==> src/rtl/mux4_rr_arbiter_if.sv <==
// Bundle between four producers, the shared 4:1 mux and one sink.
// The arbiter takes the slave side; the surrounding fabric the master side.
interface mux4_rr_arbiter_if #(
   parameter int W = 8
);
   logic [3:0]     req;
   logic [4*W-1:0] data_in;
   logic           ready;
   logic [3:0]     gnt;
   logic [1:0]     select;
   logic [W-1:0]   out_data;
   logic           out_valid;
   logic           busy;
   logic           beat;

   modport master (
      output req, data_in, ready,
      input  gnt, select, out_data,
      input  out_valid, busy, beat
   );

   modport slave (
      input  req, data_in, ready,
      output gnt, select, out_data,
      output out_valid, busy, beat
   );
endinterface

==> src/rtl/mux4_rr_arbiter.sv <==
// Round-robin owner of a 4:1 data mux with per-tenure burst limit.
// One dead IDLE cycle separates tenures; arbitration happens there.
module mux4_rr_arbiter #(
   parameter int W = 8,
   parameter int MAX_BURST = 4
) (
   input logic              clk,
   input logic              rst_n,
   mux4_rr_arbiter_if.slave bus
);
   localparam int CW =
      (MAX_BURST > 0) ? $clog2(MAX_BURST + 1) : 1;
   localparam logic [CW-1:0] LASTC =
      (MAX_BURST > 0) ? CW'(MAX_BURST - 1) : '0;

   typedef enum logic {IDLE, GRANT} state_t;

   state_t        state;
   logic [3:0]    gnt;
   logic [1:0]    sel;
   logic [1:0]    last;
   logic          busy;
   logic [CW-1:0] count;

   logic [7:0]    req2;
   logic [2:0]    ptr;
   logic [3:0]    rot;
   logic [1:0]    off;
   logic [1:0]    nxt_idx;
   logic [W-1:0]  dmux;
   logic          ov;
   logic          xfer;
   logic          done;

   // rot[k] is requester (last+1+k) mod 4
   assign req2 = {bus.req, bus.req};
   assign ptr  = {1'b0, last} + 3'd1;
   assign rot  = req2[ptr +: 4];

   always_comb begin
      off = 2'd3;
      priority case (1'b1)
         rot[0]:  off = 2'd0;
         rot[1]:  off = 2'd1;
         rot[2]:  off = 2'd2;
         default: off = 2'd3;
      endcase
   end

   assign nxt_idx = last + 2'd1 + off;

   always_comb begin
      dmux = bus.data_in[W-1:0];
      unique case (sel)
         2'd0: dmux = bus.data_in[0*W +: W];
         2'd1: dmux = bus.data_in[1*W +: W];
         2'd2: dmux = bus.data_in[2*W +: W];
         2'd3: dmux = bus.data_in[3*W +: W];
         default: dmux = bus.data_in[W-1:0];
      endcase
   end

   assign ov   = busy & bus.req[sel];
   assign xfer = ov & bus.ready;
   assign done = (MAX_BURST != 0) && xfer
                 && (count == LASTC);

   always_ff @(posedge clk) begin
      if (!rst_n) begin
         state <= IDLE;
         gnt   <= 4'b0000;
         sel   <= 2'd0;
         busy  <= 1'b0;
         count <= '0;
         last  <= 2'd3;
      end else begin
         unique case (state)
            IDLE: begin
               if (|bus.req) begin
                  state <= GRANT;
                  sel   <= nxt_idx;
                  gnt   <= 4'b0001 << nxt_idx;
                  busy  <= 1'b1;
                  count <= '0;
               end
            end
            GRANT: begin
               if (!bus.req[sel] || done) begin
                  state <= IDLE;
                  gnt   <= 4'b0000;
                  busy  <= 1'b0;
                  last  <= sel;
                  count <= '0;
               end else if (xfer) begin
                  count <= count + CW'(1);
               end
            end
            default: state <= IDLE;
         endcase
      end
   end

   assign bus.gnt       = gnt;
   assign bus.select    = sel;
   assign bus.busy      = busy;
   assign bus.out_data  = dmux;
   assign bus.out_valid = ov;
   assign bus.beat      = xfer;
endmodule

==> src/flat_wrapper.sv <==
// flat-port wrapper written by rule: the top's interface ports become plain ports
module mux4_rr_arbiter_flat 
#(
   parameter int W = 8,
   parameter int MAX_BURST = 4
)
  (clk, rst_n, bus_req, bus_data_in, bus_ready, bus_gnt, bus_select, bus_out_data, bus_out_valid, bus_busy, bus_beat);
  mux4_rr_arbiter_if #(.W(W)) bus_i ();
  input logic clk;
  input logic rst_n;
  input wire logic [$bits(bus_i.req)-1:0] bus_req;
  input wire logic [$bits(bus_i.data_in)-1:0] bus_data_in;
  input wire logic [$bits(bus_i.ready)-1:0] bus_ready;
  output wire logic [$bits(bus_i.gnt)-1:0] bus_gnt;
  output wire logic [$bits(bus_i.select)-1:0] bus_select;
  output wire logic [$bits(bus_i.out_data)-1:0] bus_out_data;
  output wire logic [$bits(bus_i.out_valid)-1:0] bus_out_valid;
  output wire logic [$bits(bus_i.busy)-1:0] bus_busy;
  output wire logic [$bits(bus_i.beat)-1:0] bus_beat;
  assign bus_i.req = bus_req;
  assign bus_i.data_in = bus_data_in;
  assign bus_i.ready = bus_ready;
  assign bus_gnt = bus_i.gnt;
  assign bus_select = bus_i.select;
  assign bus_out_data = bus_i.out_data;
  assign bus_out_valid = bus_i.out_valid;
  assign bus_busy = bus_i.busy;
  assign bus_beat = bus_i.beat;
  mux4_rr_arbiter #(.W(W), .MAX_BURST(MAX_BURST)) u_core (.clk(clk), .rst_n(rst_n), .bus(bus_i));
endmodule
==> config.mk <==
export PLATFORM = sky130hd
export DESIGN_NAME = mux4_rr_arbiter_flat
export DESIGN_NICKNAME = d
export VERILOG_FILES = /design/src/rtl/mux4_rr_arbiter_if.sv /design/src/rtl/mux4_rr_arbiter.sv /design/src/flat_wrapper.sv
export SDC_FILE = /design/constraint.sdc
export NUM_CORES = 1
export LEC_CHECK = 0
export CAP_MARGIN = 25
export CORE_ASPECT_RATIO = 1.4
export CORE_MARGIN = 5
export CORE_UTILIZATION = 37
export DETAILED_ROUTE_END_ITERATION = 16
export PLACE_DENSITY = 0.78
export REMOVE_ABC_BUFFERS = 1
export SYNTH_ARGS = -nofsm -noshare
export SYNTH_HDL_FRONTEND = slang
export SYNTH_SLANG_ARGS = --single-unit
==> constraint.sdc <==
create_clock -name clk -period 4.3 [get_ports clk]
set_clock_uncertainty 0.2 [all_clocks]
set_input_delay 1.29 -clock clk [delete_from_list [all_inputs] [get_ports clk]]
set_output_delay 1.29 -clock clk [all_outputs]
set_load 0.01 [all_outputs]
Yosys cells after proc, flatten, opt, wreduce, memory -nomap -nowiden --
Index checks and enable logic that the tools add are counted.
Storage, ports and cells: register bits 13, logic and storage cells 51
Operators by class: shift-type cells 2, magnitude comparators 1, bitwise gates (word level) 3, muxes and demuxes 19, equal/unequal tests 7, reductions and logical operators 9, add/subtract/negate cells 4
Operator list (count):
- $pmux W8 S4 | 1
- $mux W3 | 3
- $mux W4 | 2
- $pmux W4 S2 | 1
- $reduce_and A2 Y1 | 4
- $shiftx A8 B4 Y3 | 1
- $mux W1 | 6
- $pmux W3 S2 | 1
- $eq A2 B2 Y1 const B | 2
- $mux W2 | 2
- $pmux W1 S2 | 2
- $reduce_or A4 Y1 | 1
- $shl A1 B2 Y4 const A | 1
- $add A2 B1 Y3 const B | 1
- $add A3 B1 Y3 const B | 1
- $eq A3 B2 Y1 const B | 1
- $lt A2 B3 Y1 const B | 1
- $ne A3 B3 Y1 const B | 1
- $add A2 B1 Y2 const B | 1
- $add A2 B2 Y2 | 1
- $and A1 B1 Y1 | 2
- $bmux W1 S2 | 1
- $eq A2 B1 Y1 const B | 1
- $logic_not A2 Y1 | 1
- other kinds (6) | 6

Logic depth before layout (Yosys ltp) --
Gate-level depths: netlist (run 1).
depth after elaboration 9, mapped depth 12, mapped depth without buffers 10

Worst setup path after synthesis (run 1) --
OpenSTA, ideal clock, no wires.
path type input to output, start point in bus_req[3], end point out bus_out_valid, stages on the path 3, path slack 703 ps, data arrival time 2107 ps, path through buf_6 mux4_2 and2_1
On the way: cells in the longest elaborated chain, start to end 3
RTL lines:
- from (decl) | RTL line flat_wrapper.sv:11 | input wire logic [$bits(bus_i.req)-1:0] bus_req;
- $bmux W1 S2 | RTL line mux4_rr_arbiter.sv:63 | assign ov = busy & bus.req[sel];
- $mux W1 (not written as such) | RTL line mux4_rr_arbiter.sv:63
- $and A1 B1 Y1 | RTL line mux4_rr_arbiter.sv:63
- to (decl) | RTL line flat_wrapper.sv:17 | output wire logic [$bits(bus_i.out_valid)-1:0] bus_out_valid;
No other way between the ends. The select of a mux whose other input is x is not followed.

Worst setup path after layout (run 1) --
start point in bus_data_in[0], end point out bus_out_data[0]
On the way: cells in the longest elaborated chain, start to end 1
RTL lines:
- from (decl) | RTL line flat_wrapper.sv:12 | input wire logic [$bits(bus_i.data_in)-1:0] bus_data_in;
- $pmux W8 S4 | RTL line mux4_rr_arbiter.sv:54 | unique case (sel)
- to (decl) | RTL line flat_wrapper.sv:16 | output wire logic [$bits(bus_i.out_data)-1:0] bus_out_data;
No other way between the ends.

==> results of run 1 <==
logic make-up after synthesis:
| family | after synthesis |
|---|---|
| DFF | 13 |
| muxes | 12 |
| AOI/OAI and AO/OA | 15 |
| xor gates and xnor gates | 2 |
| and+or+nand+nor | 42 |
| adders and majority gates | 3 |
| buffers and inverters | 9 |
layout by cell type, fill, tap and decap left out, types with 2 or more instances in the layout:
cell	Yosys	routed
nand3_1	7	7
mux4_2	10	10
nand2b_1	2	2
clkbuf_4	0	3
dfxtp_1	13	13
a21o_1	2	2
xnor2_1	2	2
nand2_1	14	14
nor3_1	2	2
o31ai_1	3	3
buf_4	0	8
a22o_1	2	2
ha_1	3	3
clkdlybuf4s50_1	0	53
nor2b_1	2	2
inv_1	4	4
nor2_1	9	9
power by group through the flow:
stage | clock network, mW | logic (mW) | registers, mW
4_1_cts | 0.0775 | 0.235 | 0.148
3_3_place_gp | 0 | 0.226 | 0.150
2_1_floorplan | 0 | 0.103 | 0.161
5_1_grt | 0.0843 | 0.250 | 0.150
6_report | 0.0744 | 0.232 | 0.148
3_5_place_dp | 0 | 0.231 | 0.151
worst max path at each step:
stage	to	slack [ps]
after detailed placement	bus_out_valid	-120
after global routing	bus_out_valid	100
final	bus_out_data[0]	150
after floorplan	bus_out_valid	830
after global placement	bus_out_valid	-100
after CTS	bus_out_valid	30
metal layers:
metal,up-vias,wire [um]
li1,490,-
met1,460,992
met2,50,1410
met3,0,363
met4,0,0
met5,-,0
stage by stage:
step	power (mW)	hold WS (ps)	setup WS, ps
detailed placement	0.381	261	-119
CTS	0.461	277	33.5
global placement	0.375	251	-103
finish	0.454	273	154
floorplan	0.263	245	828
global route	0.484	302	95.9
layout make-up:
type | count | area share
clock buffer | 4 | 0.0166
sequential | 13 | 0.164
timing repair buffer | 63 | 0.382
tap | 34 | 0.0269
multi-input combinational | 74 | 0.401
inverter | 4 | 0.00949
registers in the layout, indices dropped and copies added, names as in the netlist:
name and count:
u_core.count 3, u_core.bus.busy 1, u_core.state 1, u_core.bus.gnt 4
u_core.bus.select 2, u_core.last 2
repair_timing:
action | CTS | global route
buffers inserted | 2 | 0
resized for setup | 3 | 1
setup endpoints to repair | 2 | 1
worst max-delay path, stage by stage:
cell,delay (ps)
clkdlybuf4s50_1,410
mux4_2,470
clkdlybuf4s50_1,490
==> results.md, run 1 <==
- Post-synth EDFFs: 0
- Pre-Repair DR Iteration Count: 2
- Final slew viol count: 0
- Outcome: finished clean
- First-pass GRT wire length: 4.35 mm
- # DRC: 0
- Gr usage total: 0.152
- Top Ports: 56
- Req. time, crit path: 2810 ps
- Area after DPL: around 1500 um2
- Syn Inst Count: 96
- Met2 Use GR: 0.296
- Row cnt: 21
- Syn_area_per_cell: 9.78 um2
- Worst Reg-to-Reg Cells: 9
- Part of the power in combinational logic: 0.511
- Min Clock Period, post-route: 4150 ps
- Detailed Place HPWL: 2.40 mm
- Seq. cell area: 260 um2
- CTS Buf Count: 3
- Switching part of the total power: 0.307
- Met1 usage: 0.140
- CP arrival: 2660 ps
- Number of antenna violations at the first check in global routing: 0
- Worst slew margin: 0.727
- Final instance area: 1580 um2
- Sequential-to-total area share from yosys stat: 0.277
- Dpl cells: 186
- Via count: 1000
- Worst Max-Slew Pin Slew: 408 ps
- Sw power: ~0.14 mW
- Core area: 2420 um2
- Layout Utilization: 0.655
- Synth Warn #: 0
- Area delta synth->final: 68.7%
- Area leader, netlist: dfxtp_1
- Reg clk slew, reported paths: approximately 70 ps
- Post-synthesis mux area share: 0.263
- CTS tree: built
- Hold Path End: u_core.bus.gnt[0]$_SDFFE_PN0P_
- Worst Path Max Fanout: 1
- VDD IR max: 0.196 mV
- Async SR Flop Fraction: 0
- Most frequent cell after synthesis: nand2_1
- Layout Cells excl Fill: 192
- Vias per inst: 5.21
- Reg2reg setup slack: 1550 ps
- Antenna Nets Post-Route: 0
- Final hold vios: 0
- Die Ht: 69.6 um
- Busiest grt layer: met2
- Reg2Reg Capture Point: u_core.bus.gnt[1]$_SDFFE_PN0P_
- Worst r2r src: u_core.last[1]$_SDFFE_PN1P_
- WHS Path Cells: 1
- Initial Util: 0.388
- Main combinational cell family by area after synthesis: multiplexers
- Wire per inst: 14.4 um
- Critical path launch point type: input port
- Clock Power Share: 0.164
- Crit path from: bus_data_in[0]
- Area taken by multi-input logic gates: 634 um2
- Antenna fix cells: 0
- Worst hold start: u_core.bus.gnt[0]$_SDFFE_PN0P_
- Share of Yosys cell area claimed by the top area cell type: 0.277
- DRT Wirelength: 2.77 mm
- Cell internal pwr: ~0.31 mW
- Leakage Power: 0.629 nW
- Ys flop type: dfxtp_1
- Clock Sinks: 13
- Worst hold path class: flop to flop
- Clock buffer depth: 2
- Pwr Density: 287 nW/um2
- I/O Buffers: 55
- Max Cap Violations: 0
- Post-Syn Area: 938 um2
- Overflow after GRT: 0
- RSZ-0062 raised after global routing: no
- Setup CP Type: input port to output pin
- H-Tree Level Count: 1
- Largest net degree at the start of global routing: 13
- Post-synthesis simple-gate area fraction: 0.216
- M3 GR Usage: 0.0602
- Total Negative Setup Slacks: 0 ps
- Vias in the first global route: 1024
- # fillers: 216
- Fin nets: 201
- Synth area leaders: dfxtp_1, mux4_2, nand2_1, ha_1, nand3_1
- Synth cell types: 34
- CP endpoint kind: output pin
- Share of layout cells above drive strength 1: 0.165
- Flop pwr share: 0.325
- Final setup vio count: 0
- Highest clock rate: 0.241 GHz
- Iter 0 DRT Violations: 17
- Most frequent cells after synthesis: nand2_1, dfxtp_1, mux4_2
- Root buffer cell: clkbuf_4
- Die footprint: 3660 um2
- Worst-skew pair later-pin latency: between 200 and 300 ps
- Flops & latches, synth: 13
- Adder-Cell Fraction of Synth Area: 0.0400
- Placer Congestion: slightly below 0.8
- Period utilization: 0.964
- Die Width: 52.6 um
- Synth Area in XOR/XNOR: 0.0187
- Synth Area in Compound Gates: 0.139
- Cts hold-fix bufs: 0
(Power assumes the default switching activity.)
==> run 2, diff against run 1 <==
--- a/config.mk
+++ b/config.mk
@@ -7,9 +7,10 @@
 export LEC_CHECK = 0
 export CAP_MARGIN = 25
 export CORE_ASPECT_RATIO = 1.4
-export CORE_MARGIN = 5
+export CORE_MARGIN = 2
 export CORE_UTILIZATION = 37
 export DETAILED_ROUTE_END_ITERATION = 16
+export GPL_ROUTABILITY_DRIVEN = 0
 export PLACE_DENSITY = 0.78
 export REMOVE_ABC_BUFFERS = 1
 export SYNTH_ARGS = -nofsm -noshare
==> run 2 against run 1 <==
Sequential share of layout area about the same. Flip-flop and latch count is the same. First-iteration DRC count down 35%. Power about the same. Highest routed layer is now met4. Largest cell class unchanged. Critical path type unchanged. Die area is 19% lower.
==> results.md, run 2 (synthesized netlist as in run 1, its figures left out) <==
- Detailed Place HPWL: 2.19 mm (-8.9%)
- Total Negative Setup Slacks: 0 ps (unchanged)
- Worst Reg-to-Reg Cells: 9 (unchanged)
- Largest register by flop count: u_core.bus.gnt
- Area delta synth->final: 68.3%
- Total power: 0.454 mW (about the same)
- Max Cap Violations: 0 (unchanged)
- # fillers: 199 (-7.9%)
- Share of layout cells above drive strength 1: 0.153 (-0.0117)
- Most common cell after layout, fill and taps aside: clkdlybuf4s50_1
- Critical path launch point type: input port
- Min Clock Period, post-route: 4180 ps (+32.4 ps)
- Worst path max stage delay: 510 ps (+20 ps)
- Slowest cell on the critical path: mux4_2
- Placement Setup Slack: -113 ps (+6.14 ps)
- Worst-skew pair later-pin latency: 280 ps (about the same)
- Dpl cells: 186 (unchanged)
- Vias per inst: 5.26 (+0.93%)
- Number of buffers and inverters on the critical path: 2 (unchanged)
- RSZ-0062 raised after global routing: no
- Clock Sinks: 13 (unchanged)
- Worst Max-Slew Pin Slew: 388 ps (-20.7 ps)
- CP endpoint kind: output pin
- Via count: 1004 (+0.40%)
- Reg clk slew, reported paths: 80 ps (about the same)
- Final slew viol count: 0 (unchanged)
- First-pass GRT wire length: 4.00 mm (-8.1%)
- Leakage Power: 0.627 nW (-0.30%)
- Fin nets: 200 (-0.50%)
- Largest net degree at the start of global routing: 13 (unchanged)
- I/O Buffers: 55 (unchanged)
- Overflow after GRT: 0 (unchanged)
- Wire per inst: 13.9 um (-3.6%)
- Worst hold path class: flop to flop
- Req. time, crit path: 2810 ps (about the same)
- Pre-Repair DR Iteration Count: 4 (+2)
- Gr usage total: 0.183 (+0.0317)
- Antenna Nets Post-Route: 0 (unchanged)
- Pwr Density: 287 nW/um2 (+0.17%)
- WHS Path Cells: 2 (+1)
- Number of antenna violations at the first check in global routing: 0 (unchanged)
- Die Width: 46.6 um (-11%)
- H-Tree Level Count: 1 (unchanged)
- Layout Cells excl Fill: 191 (-0.52%)
- CTS tree: built
- Worst slew margin: 0.741 (+0.0138)
- Root buffer cell: clkbuf_4
- Crit path cell chain: clkdlybuf4s50_1 > mux4_2 > and2_1 > dlygate4sd2_1
- Top Ports: 56 (unchanged)
- Highest clock rate: 0.239 GHz (-0.78%)
- Cts hold-fix bufs: 0 (unchanged)
- Final setup vio count: 0 (unchanged)
- Max reg flops: 4 (unchanged)
- # DRC: 0 (unchanged)
- CP arrival: 2690 ps (+30 ps)
- Final instance area: 1580 um2 (-0.24%)
- Area after DPL: 1550 um2 (unchanged)
- Antenna fix cells: 0 (unchanged)
- Vias in the first global route: 938 (-8.4%)
- Outcome: finished clean
- Layout Utilization: 0.660 (+0.00562)
- Row cnt: 21 (unchanged)
- Core area: 2390 um2 (-1.1%)
- VDD IR max: 0.222 mV (+13%)
- Crit. path cell count: 4 (+1)
- Biggest regs: u_core.bus.gnt x4, u_core.count x3
- Die footprint: 2960 um2 (-19%)
- Most frequent cells in the layout: clkdlybuf4s50_1, nand2_1, dfxtp_1
- Worst Path Max Fanout: 3 (+2)
- Setup CP Type: input port to output pin
- Iter 0 DRT Violations: 11 (-6)
- CP top delay family: buffers and inverters
- Final hold vios: 0 (unchanged)
- DRT Wirelength: 2.65 mm (-4.1%)
- Period utilization: 0.972 (+0.00754)
- Initial Util: 0.392 (+0.00427)
- Clock buffer depth: 2 (unchanged)
- CTS Buf Count: 3 (unchanged)
- Die Ht: 63.6 um (-8.6%)
- Worst setup margin: 122 ps (-32.4 ps)
- Final hold slack: 274 ps (+0.285 ps)
run 2: cell count changes in the layout (fill, tap and decap cells not counted):
cell,delta
buf_4,-1
dlygate4sd2_1,+1
clkbuf_2,-1
run 2: what timing repair did:
item	in CTS	in global routing
endpoints found under the setup margin	2	0
buffers inserted	1	0
gates resized for setup	2	0
run 2: layer usage:
layer / routed length [um] / GRT usage / vias up / part of all wire
met3: 370 / 0.0487 / 4 / 0.14
li1: - / - / 484 / -
met2: 1310 / 0.333 / 56 / 0.50
met4: 29 / 0.0750 / 0 / 0.011
met1: 940 / 0.181 / 460 / 0.35
met5: 0 / 0 / - / 0
run 2: path summary, 6_finish.rpt:
| path | slack (ps) | from | end |
|---|---|---|---|
| worst max-delay path | 120 | bus_req[3] | bus_out_valid |
| worst min register to register | 270 | u_core.count[2]$_SDFFE_PN0P_ | u_core.count[2]$_SDFFE_PN0P_ |
| worst min-delay path | 270 | u_core.count[2]$_SDFFE_PN0P_ | u_core.count[2]$_SDFFE_PN0P_ |
| worst max register to register | 1520 | u_core.last[1]$_SDFFE_PN1P_ | u_core.bus.gnt[1]$_SDFFE_PN0P_ |
run 2: layout make-up:
cell class | count | area [um2] | share of cell area
clock buffer | 4 | 26.3 | 0.0166
tap | 34 | 42.5 | 0.0269
timing repair buffer | 62 | 601 | 0.380
multi-input combinational | 74 | 634 | 0.402
inverter | 4 | 15.0 | 0.00951
sequential | 13 | 260 | 0.165
run 2: worst register-to-register path, delay by kind of cell (launching register included):
kind	cells	cell delay, ps
DFF	1	420
adders and majority gates	1	360
AOI/OAI and AO/OA	4	730
and+or+nand+nor	3	500
muxes	1	470
run 2: report_power, final:
part / total [mW] / switching, mW / internal [mW]
Combinational: 0.227 / 0.0845 / 0.142
Sequential: 0.149 / 0.0142 / 0.134
Clock: 0.0782 / 0.0422 / 0.0360
Total: 0.454 / 0.141 / 0.313
